[config.mk]
export PLATFORM = sky130hd
export DESIGN_NAME = mem_ctrl
export DESIGN_NICKNAME = d
export VERILOG_FILES = /design/src/rtl/mem_ctrl.sv
export SDC_FILE = /design/constraint.sdc
export NUM_CORES = 1
export LEC_CHECK = 0
export ABC_CLOCK_PERIOD_IN_PS = 2700
export BUFFER_PORTS_ARGS = -buffer_cell sky130_fd_sc_hd__buf_2
export CORE_MARGIN = 2
export CORE_UTILIZATION = 54
export DETAILED_ROUTE_END_ITERATION = 7
export GPL_TIMING_DRIVEN = 0
export PLACE_DENSITY = 0.86
export SYNTH_ARGS = -nofsm -noshare
export SYNTH_HDL_FRONTEND = slang
export SYNTH_SLANG_ARGS = --single-unit
[constraint.sdc]
create_clock -name clk_in -period 2.7 [get_ports clk_in]
set_input_delay 0.27 -clock clk_in [delete_from_list [all_inputs] [get_ports clk_in]]
set_output_delay 0.27 -clock clk_in [all_outputs]
set_load 0.02 [all_outputs]
[src/rtl/mem_ctrl.sv]
// rtl/mem_ctrl.sv - byte-serial memory port controller shared by instruction fetch and load/store buffer
module mem_ctrl #(
    parameter logic [1:0] IO_TAG = 2'b11,
    parameter bit         FAIR   = 1'b1
) (
    input  logic        clk_in,
    input  logic        rst_n_in,
    input  logic        rdy_in,
    input  logic        clear,
    input  logic        io_buffer_full,
    input  logic [7:0]  mem_din,
    output logic [7:0]  mem_dout,
    output logic [31:0] mem_a,
    output logic        mem_wr,
    input  logic        if_req,
    input  logic [31:0] if_addr,
    output logic        if_done,
    output logic [31:0] if_data,
    input  logic        lsb_req,
    input  logic        lsb_wr,
    input  logic [31:0] lsb_addr,
    input  logic [1:0]  lsb_len,
    input  logic [31:0] lsb_wdata,
    output logic        lsb_done,
    output logic [31:0] lsb_rdata
);

    typedef enum logic [1:0] {
        IDLE  = 2'd0,
        READ  = 2'd1,
        WRITE = 2'd2,
        DONE  = 2'd3
    } state_t;

    state_t      state;
    state_t      state_nxt;

    // cnt is the index of the edge being processed relative to the grant edge E0
    logic [2:0]  cnt;
    logic [2:0]  len;
    logic [31:0] addr;
    logic [31:0] wdata;
    logic [31:0] rbuf;
    logic        owner_lsb;
    logic        last_lsb;

    logic        lsb_stalled;
    logic        cand_if;
    logic        cand_lsb;
    logic        grant_if;
    logic        grant_lsb;
    logic [31:0] grant_addr;
    logic [2:0]  lsb_n;
    logic        rd_last;
    logic        rd_sample;
    logic        addr_phase;
    logic [1:0]  byte_idx;
    logic [31:0] merged;
    logic [31:0] addr_off;
    logic [7:0]  wbyte;

    // Arbitration, next-state selection and per-edge datapath helpers
    always_comb begin
        lsb_stalled = lsb_wr && (lsb_addr[17:16] == IO_TAG) && io_buffer_full;
        cand_lsb    = lsb_req && !lsb_stalled;
        cand_if     = if_req;
        grant_lsb   = 1'b0;
        grant_if    = 1'b0;
        state_nxt   = state;

        if (cand_lsb && cand_if) begin
            if (FAIR && last_lsb) begin
                grant_if = 1'b1;
            end else begin
                grant_lsb = 1'b1;
            end
        end else if (cand_lsb) begin
            grant_lsb = 1'b1;
        end else if (cand_if) begin
            grant_if = 1'b1;
        end

        // A flush in IDLE suppresses the grant; outside IDLE there is nothing to grant
        if (clear || state != IDLE) begin
            grant_lsb = 1'b0;
            grant_if  = 1'b0;
        end

        case (lsb_len)
            2'd0:    lsb_n = 3'd1;
            2'd1:    lsb_n = 3'd2;
            default: lsb_n = 3'd4;
        endcase

        grant_addr = grant_lsb ? lsb_addr : if_addr;
        rd_last    = (cnt == len + 3'd1);
        rd_sample  = (cnt >= 3'd2);
        addr_phase = (cnt < len);
        byte_idx   = cnt[1:0] - 2'd2;
        merged     = rbuf | ({24'd0, mem_din} << {byte_idx, 3'b000});
        addr_off   = addr + {29'd0, cnt};
        wbyte      = wdata[{cnt[1:0], 3'b000} +: 8];

        case (state)
            IDLE: begin
                if (grant_lsb) begin
                    state_nxt = lsb_wr ? WRITE : READ;
                end else if (grant_if) begin
                    state_nxt = READ;
                end
            end
            READ: begin
                if (clear) begin
                    state_nxt = IDLE;
                end else if (rd_last) begin
                    state_nxt = DONE;
                end
            end
            WRITE: begin
                // Stores are committed once granted, so a flush does not cut them short
                if (cnt == len) begin
                    state_nxt = DONE;
                end
            end
            DONE: begin
                state_nxt = IDLE;
            end
            default: begin
                state_nxt = IDLE;
            end
        endcase
    end

    // State register, frozen while rdy_in is low
    always_ff @(posedge clk_in or negedge rst_n_in) begin
        if (!rst_n_in) begin
            state <= IDLE;
        end else if (rdy_in) begin
            state <= state_nxt;
        end
    end

    // Memory port sequencing, read assembly and done pulses
    always_ff @(posedge clk_in or negedge rst_n_in) begin
        if (!rst_n_in) begin
            cnt       <= 3'd0;
            len       <= 3'd0;
            addr      <= 32'd0;
            wdata     <= 32'd0;
            rbuf      <= 32'd0;
            owner_lsb <= 1'b0;
            last_lsb  <= 1'b0;
            mem_a     <= 32'd0;
            mem_dout  <= 8'd0;
            mem_wr    <= 1'b0;
            if_done   <= 1'b0;
            lsb_done  <= 1'b0;
            if_data   <= 32'd0;
            lsb_rdata <= 32'd0;
        end else if (rdy_in) begin
            if_done  <= 1'b0;
            lsb_done <= 1'b0;
            case (state)
                IDLE: begin
                    if (grant_lsb || grant_if) begin
                        last_lsb  <= grant_lsb;
                        owner_lsb <= grant_lsb;
                        addr      <= grant_addr;
                        mem_a     <= grant_addr;
                        len       <= grant_lsb ? lsb_n : 3'd4;
                        wdata     <= lsb_wdata;
                        rbuf      <= 32'd0;
                        cnt       <= 3'd1;
                        mem_wr    <= grant_lsb && lsb_wr;
                        if (grant_lsb && lsb_wr) begin
                            mem_dout <= lsb_wdata[7:0];
                        end
                    end
                end
                READ: begin
                    if (clear) begin
                        mem_a  <= 32'd0;
                        mem_wr <= 1'b0;
                    end else begin
                        cnt   <= cnt + 3'd1;
                        mem_a <= addr_phase ? addr_off : 32'd0;
                        // Data for the address driven at edge Ek arrives two edges later
                        if (rd_sample) begin
                            rbuf <= merged;
                        end
                        if (rd_last) begin
                            if (owner_lsb) begin
                                lsb_rdata <= merged;
                                lsb_done  <= 1'b1;
                            end else begin
                                if_data <= merged;
                                if_done <= 1'b1;
                            end
                        end
                    end
                end
                WRITE: begin
                    cnt <= cnt + 3'd1;
                    if (addr_phase) begin
                        mem_a    <= addr_off;
                        mem_dout <= wbyte;
                        mem_wr   <= 1'b1;
                    end else begin
                        mem_a    <= 32'd0;
                        mem_wr   <= 1'b0;
                        lsb_done <= 1'b1;
                    end
                end
                default: begin
                end
            endcase
        end
    end

endmodule

Word-level counts from Yosys, hierarchy flattened
Cells that the tools add are included.
{"block": "word_totals", "register_bits": 212, "inputBits": 114, "output_inout_bits": 107, "elab_cells": 109}
{"block": "classes", "n_addsub": 4, "n_lt_le_gt_ge": 2, "n_eq_ne": 16, "shift": 2, "mux": 45, "bitwise": 3, "n_reduce_logical": 23}
{"cell": "$mux W32", "count": 7}
{"cell": "$pmux W32 S3", "count": 1}
{"cell": "$pmux W32 S2", "count": 1}
{"cell": "$add A32 B3 Y32", "count": 1}
{"cell": "$or A32 B32 Y32", "count": 1}
{"cell": "$shiftx A32 B6 Y8", "count": 1}
{"cell": "$shl A8 B5 Y32", "count": 1}
{"cell": "$mux W8", "count": 3}
{"cell": "$reduce_and A5 Y1", "count": 4}
{"cell": "$mux W1", "count": 18}
{"cell": "$pmux W8 S2", "count": 1}
{"cell": "$ne A2 B2 Y1 const B", "count": 7}
{"cell": "$mux W2", "count": 6}
{"cell": "$reduce_and A4 Y1", "count": 3}
{"cell": "$mux W3", "count": 3}
{"cell": "$pmux W3 S3", "count": 1}
{"cell": "$pmux W2 S4", "count": 1}
{"cell": "$add A3 B1 Y3 const B", "count": 2}
{"cell": "$eq A2 B2 Y1 const B", "count": 3}
{"cell": "$eq A3 B3 Y1", "count": 2}
{"cell": "$ne A3 B3 Y1 const B", "count": 2}
{"cell": "$pmux W3 S2", "count": 1}
{"cell": "$reduce_and A3 Y1", "count": 2}
{"cell": "$reduce_bool A2 Y1", "count": 3}
{"cell": "other kinds (12)", "count": 20}

Depth between registers and ports, before layout
Gate-level depths: netlist (run 1).
{"block": "depth", "ltp_word": 12, "mapped_depth": 10, "mapped_depth_nobuf": 8}

Worst setup path before layout (run 1)
No wires, ideal clock.
{"block": "synth_path", "path_kind": "register to register", "startpoint": "register cnt[1]", "endpoint": "register mem_a[30]", "setup_time_ns": 0.126, "arrival_time_ns": 2.386, "t_required_ns": 2.574, "slack_ns": 0.188, "path_stages_with_launch": 9, "path_buffers": 1, "period_less_slack_ns": 2.512, "cell_sequence": "dfrtp_1 > buf_2 > inv_1 > fa_1 > nor2b_1 > o2111a_1 > nand3_1 > nor3b_1 > o32a_1"}
{"block": "synth_via", "elab_chain_len": 4, "word_cells_on_any_way": 5, "classes_between": "add/sub: 1; order compare: 1; mux: 3"}
{"element": "start, declared", "line_no": "39", "rtl": "logic [2:0] cnt;"}
{"element": "start signal, assigned", "line_no": "185", "rtl": "cnt <= cnt + 3'd1;"}
{"element": "start signal, assigned", "line_no": "203", "rtl": "cnt <= cnt + 3'd1;"}
{"element": "$add A32 B3 Y32 or $lt A3 B3 Y1 (tied branches)", "line_no": "101, 98"}
{"element": "$mux W32 *", "line_no": "186, 204"}
{"element": "$mux W32", "line_no": "181", "rtl": "if (clear) begin"}
{"element": "$pmux W32 S3 *", "line_no": "163", "rtl": "case (state)"}
{"element": "end signal, assigned", "line_no": "169", "rtl": "mem_a <= grant_addr;"}
{"element": "end signal, assigned", "line_no": "186", "rtl": "mem_a <= addr_phase ? addr_off : 32'd0;"}
{"element": "end signal, assigned", "line_no": "205", "rtl": "mem_a <= addr_off;"}
{"element": "end, declared", "line_no": "13", "rtl": "output logic [31:0] mem_a,"}
Every way passes the cells marked *; elsewhere a longest branch is shown, timed or not.
A chain may end at the register's enable or synchronous reset.

Final worst setup path (run 1)
Ends and elaborated chain as after synthesis.

==> results_dict.tcl, run 1 <==
set metrics [dict create \
    finalSetupViolCount 0 \
    required_ps 3080 \
    start_util_pct 54.8 \
    clock_latency_ps 500 \
    clkTransAtPathRegs_ps 60 \
    fin_skew_ps 11.6 \
    ys_warn_count 0 \
    syn_area_um2 9780 \
    p_int_w 0.00853 \
    clkPwrFrac_pct 22.5 \
    root_buffer "clkbuf_16" \
    fin_crit_ps 2610 \
    worst_slew_pin_slew_ps 886 \
    numCtsBuffers 23 \
    die_w_um 139 \
    wl_per_cell_um 18.9 \
    vias_per_cell 5.94 \
    clockBufferDepth 3 \
    slew_headroom_pct 40.8 \
    area_growth_pct 24.1 \
    grt_first_pass_wirelength_um 42200 \
    grt_pass1_vias 8258 \
    outcome "completed" \
    slew_viol_final 0 \
    rsz0062_at_grt "no" \
    pwr-share-comb_pct 38.7 \
    overflow 0 \
    ant_nets 0 \
    critPathMaxFanout 10 \
    core_area_um2 17800 \
    synth_flop_cell "dfrtp_1" \
    totalWireLength_um 26200 \
    synth_nets 1013 \
    final_util_pct 68.0 \
    max_clock_freq_ghz 0.384 \
    cp-end-kind "flop" \
    cts_sinks 212 \
    grt_usage_pct 27.0 \
    holdWs_ps 10.6 \
    drv_cap 0 \
    ys_types 62 \
    critPathArrivalTime_ps 2990 \
    num_rows 49 \
    hold_viol 0 \
    dieArea_um2 19200 \
    antenna_found_initial 2 \
    switching_share_pct 38.3 \
    dp_hpwl_um 18500 \
    critical_path_class "flop to flop" \
    synth_seq_cells 212 \
    start_kind "flop" \
    netlist.top_cell.by_area "dfrtp_1" \
    syn_inst 885 \
    nets 1268 \
    worstHoldPathType "primary input to flop" \
    syn_area_per_cell_um2 11.0 \
    yosys-top-cells-area "dfrtp_1, mux2_2, o21ai_0, nand2_1, mux2i_1" \
    io_pins 221 \
    drive_above_1_share_pct 29.7 \
    leakagePower_nw 5.98 \
    cts_tree "yes" \
    synthArstFlopShare_pct 100 \
    drtPass1Iterations 5 \
    htreeDepth 1 \
    drt-initial-drc-count 685 \
    yosysSeqAreaShare_pct 54.3 \
    p_per_area_nw_per_um2 1140 \
    drc 0 \
    ir_worst_vdd_uv 675 \
    io_buffers 211 \
    gp_congestion 0.906 \
    synth-edff-count 0 \
    yosysMostFrequentCell "dfrtp_1" \
    final.period_utilization_pct 96.5 \
    vias 8226 \
    synth_top_area_share_pct 54.3 \
    nFillCells 1349 \
    dieHeight_um 139 \
    seqPwrFrac_pct 38.8 \
    p_sw_w 0.00530 \
    grt_max_degree 117 \
    ys_top_cells_by_count "dfrtp_1, nand2_1, o21ai_0, a21oi_1, mux2_2" \
]
==> per-stage QoR <==
stage	setup slack [ps]	instance area (µm²)	std cells	power (W)	setup TNS, ps
3_3_place_gp	-2130	11100	1325	0.0103	-451950
5_1_grt	20.7	12100	1384	0.0146	0
4_1_cts	3.16	12100	1381	0.0138	0
6_report	94.9	12100	1386	0.0138	0
2_1_floorplan	188	9780	885	0.00882	0
3_5_place_dp	-432	11200	1326	0.0106	-3260
==> power by group through the flow <==
stage	logic [W]	clock network, W	registers, W
6_report	0.00535	0.00311	0.00537
3_3_place_gp	0.00503	0	0.00532
3_5_place_dp	0.00519	0	0.00539
5_1_grt	0.00584	0.00326	0.00553
2_1_floorplan	0.00294	0	0.00587
4_1_cts	0.00528	0.00313	0.00534
==> cell families after synthesis <==
group	share of synthesized area, %
XOR/XNOR	2.66
multiplexers	11.1
flip-flops	54.3
adder cells (fa/ha/maj)	1.87
AND/OR/NAND/NOR	11.4
AO/OA/AOI/OAI	15.5
buffers and inverters	3.25
==> layout by cell type, fill, tap and decap left out, drive strengths merged, types with 4 or more instances in the layout <==
cell type / count
clkbuf: 75
ha: 13
nor2: 28
or3: 4
xor2: 10
xnor2: 17
inv: 18
mux2i: 34
a21oi: 52
and4: 6
nand4: 10
dfrtp: 212
nand3: 11
mux2: 50
nand2: 112
a22o: 18
o21ai: 105
o221ai: 8
mux4: 8
a221o: 21
o21a: 8
dlygate4sd3: 15
nor2b: 4
buf: 236
nor4b: 4
and3: 7
nor3: 24
==> registers in the layout (all words and copies together) (netlist names), 3 cells and up <==
register   flops
mem_dout       8
mem_a         32
addr          32
cnt            3
len            3
wdata         32
rbuf          32
lsb_rdata     32
if_data       32
==> final timing paths <==
path	slack, ps	to	depth (start not counted)	start
max	90	mem_a[30]$_DFFE_PN0P_	8	cnt[1]$_DFFE_PN0P_
min	10	wdata[15]$_DFFE_PN0P_	2	lsb_wdata[15]
max reg2reg	90	mem_a[30]$_DFFE_PN0P_	8	cnt[1]$_DFFE_PN0P_
min reg2reg	470	lsb_rdata[26]$_DFFE_PN0P_	2	lsb_rdata[26]$_DFFE_PN0P_
max in group asynchronous	1270	cnt[1]$_DFFE_PN0P_	3	rst_n_in
min in group asynchronous	380	lsb_rdata[22]$_DFFE_PN0P_	2	rst_n_in
==> cell type report <==
class	count	area [µm²]	area share, %
Antenna cell	2	5.00	0.0412
Buffer	60	262	2.16
Clock buffer	36	664	5.48
Clock inverter	4	76.3	0.629
Inverter	18	67.6	0.557
Multi-Input combinational cell	595	4190	34.5
Sequential cell	212	5310	43.7
Tap cell	229	287	2.36
Timing Repair Buffer	230	1280	10.5
==> per-layer routing <==
metal / share of wire, % / global-route usage [%] / up-vias
li1: - / - / 3714
met1: 40 / 36.0 / 4041
met2: 49 / 44.9 / 389
met3: 7.5 / 4.18 / 78
met4: 3.5 / 10.7 / 4
met5: 0.099 / 0 / -
==> critical path, stage by stage (launching register included) <==
cell and delay, ps:
dfrtp_2 450, buf_6 190, inv_1 150, fa_1 510
nor2b_4 220, o2111a_2 340, nand3_1 130, nor3b_1 160
o32a_1 340
==> timing repair <==
item / in CTS / in global routing
resized for setup: 5 / 13
hold endpoints to repair: 110 / 0
endpoints found under the setup margin: 11 / 69
pin swaps: 0 / 1
hold buffers: 15 / 0
buffers inserted: 0 / 3
Power figures use the tool's default switching activity.
==> run 2, diff against run 1 <==
--- a/config.mk
+++ b/config.mk
@@ -6,7 +6,7 @@
 export NUM_CORES = 1
 export LEC_CHECK = 0
 export ABC_CLOCK_PERIOD_IN_PS = 2700
-export BUFFER_PORTS_ARGS = -buffer_cell sky130_fd_sc_hd__buf_2
+export BUFFER_PORTS_ARGS = -buffer_cell sky130_fd_sc_hd__clkbuf_2
 export CORE_MARGIN = 2
 export CORE_UTILIZATION = 54
 export DETAILED_ROUTE_END_ITERATION = 7
==> results_dict.tcl, run 2 (same netlist as run 1, synthesis figures left out) <==
set metrics [dict create \
    outcome "completed" \
    start_kind "flop" \
    root_buffer "clkbuf_16" \
    clock_latency_ps 500 \
    clockBufferDepth 3 \
    slew_headroom_pct 39.0 \
    holdWs_ps 9.03 \
    grt_pass1_vias 8135 \
    cp_cell_sequence "buf_6 -> inv_1 -> fa_1 -> nor2b_4 -> o2111a_2 -> nand3_1 -> nor3b_1 -> o32a_1" \
    dp_hpwl_um 18400 \
    vias 8170 \
    io_buffers 211 \
    num_rows 49 \
    final_util_pct 67.9 \
    vias_per_cell 5.92 \
    gp_congestion 0.911 \
    fin_skew_ps 10.0 \
    cp-end-kind "flop" \
    nets 1261 \
    finalSetupViolCount 0 \
    final.period_utilization_pct 96.2 \
    setup_ws_ps 104 \
    critPathArrivalTime_ps 2980 \
    crit_cells 8 \
    die_w_um 139 \
    ff2ff_path_depth 8 \
    critical_path_class "flop to flop" \
    htreeDepth 1 \
    grt_usage_pct 27.1 \
    drtPass1Iterations 6 \
    antenna_found_initial 0 \
    slew_viol_final 0 \
    critPathMaxFanout 10 \
    place_ws_ps -428 \
    wl_per_cell_um 19.1 \
    cpLargestDelayFamily "compound AO/OA/AOI/OAI gates" \
    critical_path_buf_inv_count 2 \
    slowest_stage "fa_1" \
    fin_crit_ps 2600 \
    dieHeight_um 139 \
    drv_cap 0 \
    drc 0 \
    ant_nets 0 \
    start_util_pct 54.8 \
    p_per_area_nw_per_um2 1150 \
    cts_tree "yes" \
    totalWireLength_um 26300 \
    drive_above_1_share_pct 29.8 \
    mostFrequentLayoutCell "clkbuf_2" \
    hold_viol 0 \
    overflow 0 \
    clkTransAtPathRegs_ps 60 \
    place_inst 1326 \
    drt-initial-drc-count 745 \
    required_ps 3090 \
    worstHoldPathType "primary input to flop" \
    mostFrequentLayoutCells "clkbuf_2, dfrtp_1, nand2_1" \
    leakagePower_nw 5.93 \
    ir_worst_vdd_uv 929 \
    nFillCells 1298 \
    min_delay_path_depth 2 \
    slowest_delay_ps 510 \
    numCtsBuffers 23 \
    cts_sinks 212 \
    area_growth_pct 23.9 \
    core_area_um2 17800 \
    worst_slew_pin_slew_ps 912 \
    layoutNonFillerInstCount 1379 \
    max_clock_freq_ghz 0.385 \
    grt_first_pass_wirelength_um 42500 \
    dieArea_um2 19200 \
    rsz0062_at_grt "yes" \
    grt_max_degree 117 \
    io_pins 221 \
]
==> run 2: timing repair <==
item                       in CTS  in global routing
buffers inserted                0                  1
hold buffers                   10                  0
hold endpoints to repair      105                  0
resized for setup               5                  9
pin swaps                       0                  1
setup endpoints to repair      12                 50
==> run 2: path summary, 6_finish.rpt <==
| check | startpoint | end | slack (ps) |
|---|---|---|---|
| min | lsb_wdata[18] | wdata[18]$_DFFE_PN0P_ | 9 |
| max in group asynchronous | rst_n_in | cnt[1]$_DFFE_PN0P_ | 1270 |
| min reg2reg | lsb_rdata[23]$_DFFE_PN0P_ | lsb_rdata[23]$_DFFE_PN0P_ | 480 |
| max | cnt[1]$_DFFE_PN0P_ | mem_a[30]$_DFFE_PN0P_ | 100 |
| min in group asynchronous | rst_n_in | if_data[26]$_DFFE_PN0P_ | 400 |
| max reg2reg | cnt[1]$_DFFE_PN0P_ | mem_a[30]$_DFFE_PN0P_ | 100 |
==> run 2: layout make-up <==
class,count,area (µm²),share of cell area (%)
antenna,1,2.50,0.0207
clock inverter,7,118,0.971
sequential,212,5310,43.8
clock buffer,34,667,5.51
multi-input combinational,595,4190,34.6
tap,229,287,2.37
timing repair buffer,223,1210,10.0
inverter,18,67.6,0.558
buffer,60,259,2.14
==> run 2: through the flow <==
stage / setup TNS, ps / area, µm² / total power, W
floorplan: 0 / 9780 / 0.00882
detailed placement: -3210 / 11200 / 0.0106
CTS: 0 / 12100 / 0.0139
finish: 0 / 12100 / 0.0140
global placement: -563600 / 11100 / 0.0104
global route: -167 / 12100 / 0.0148
==> run 2: routing by layer <==
layer	track usage, %	routed length (µm)	share of wire (%)
met5	0	0	0
met1	36.4	10900	41
met2	44.9	12800	48
met3	4.59	1800	6.8
met4	9.77	887	3.4
==> run 2: power by group <==
group          switching, W  total [W]  internal [W]
logic               0.00318    0.00534       0.00216
registers          0.000950    0.00541       0.00446
clock network       0.00124    0.00324       0.00200
total               0.00537     0.0140       0.00861
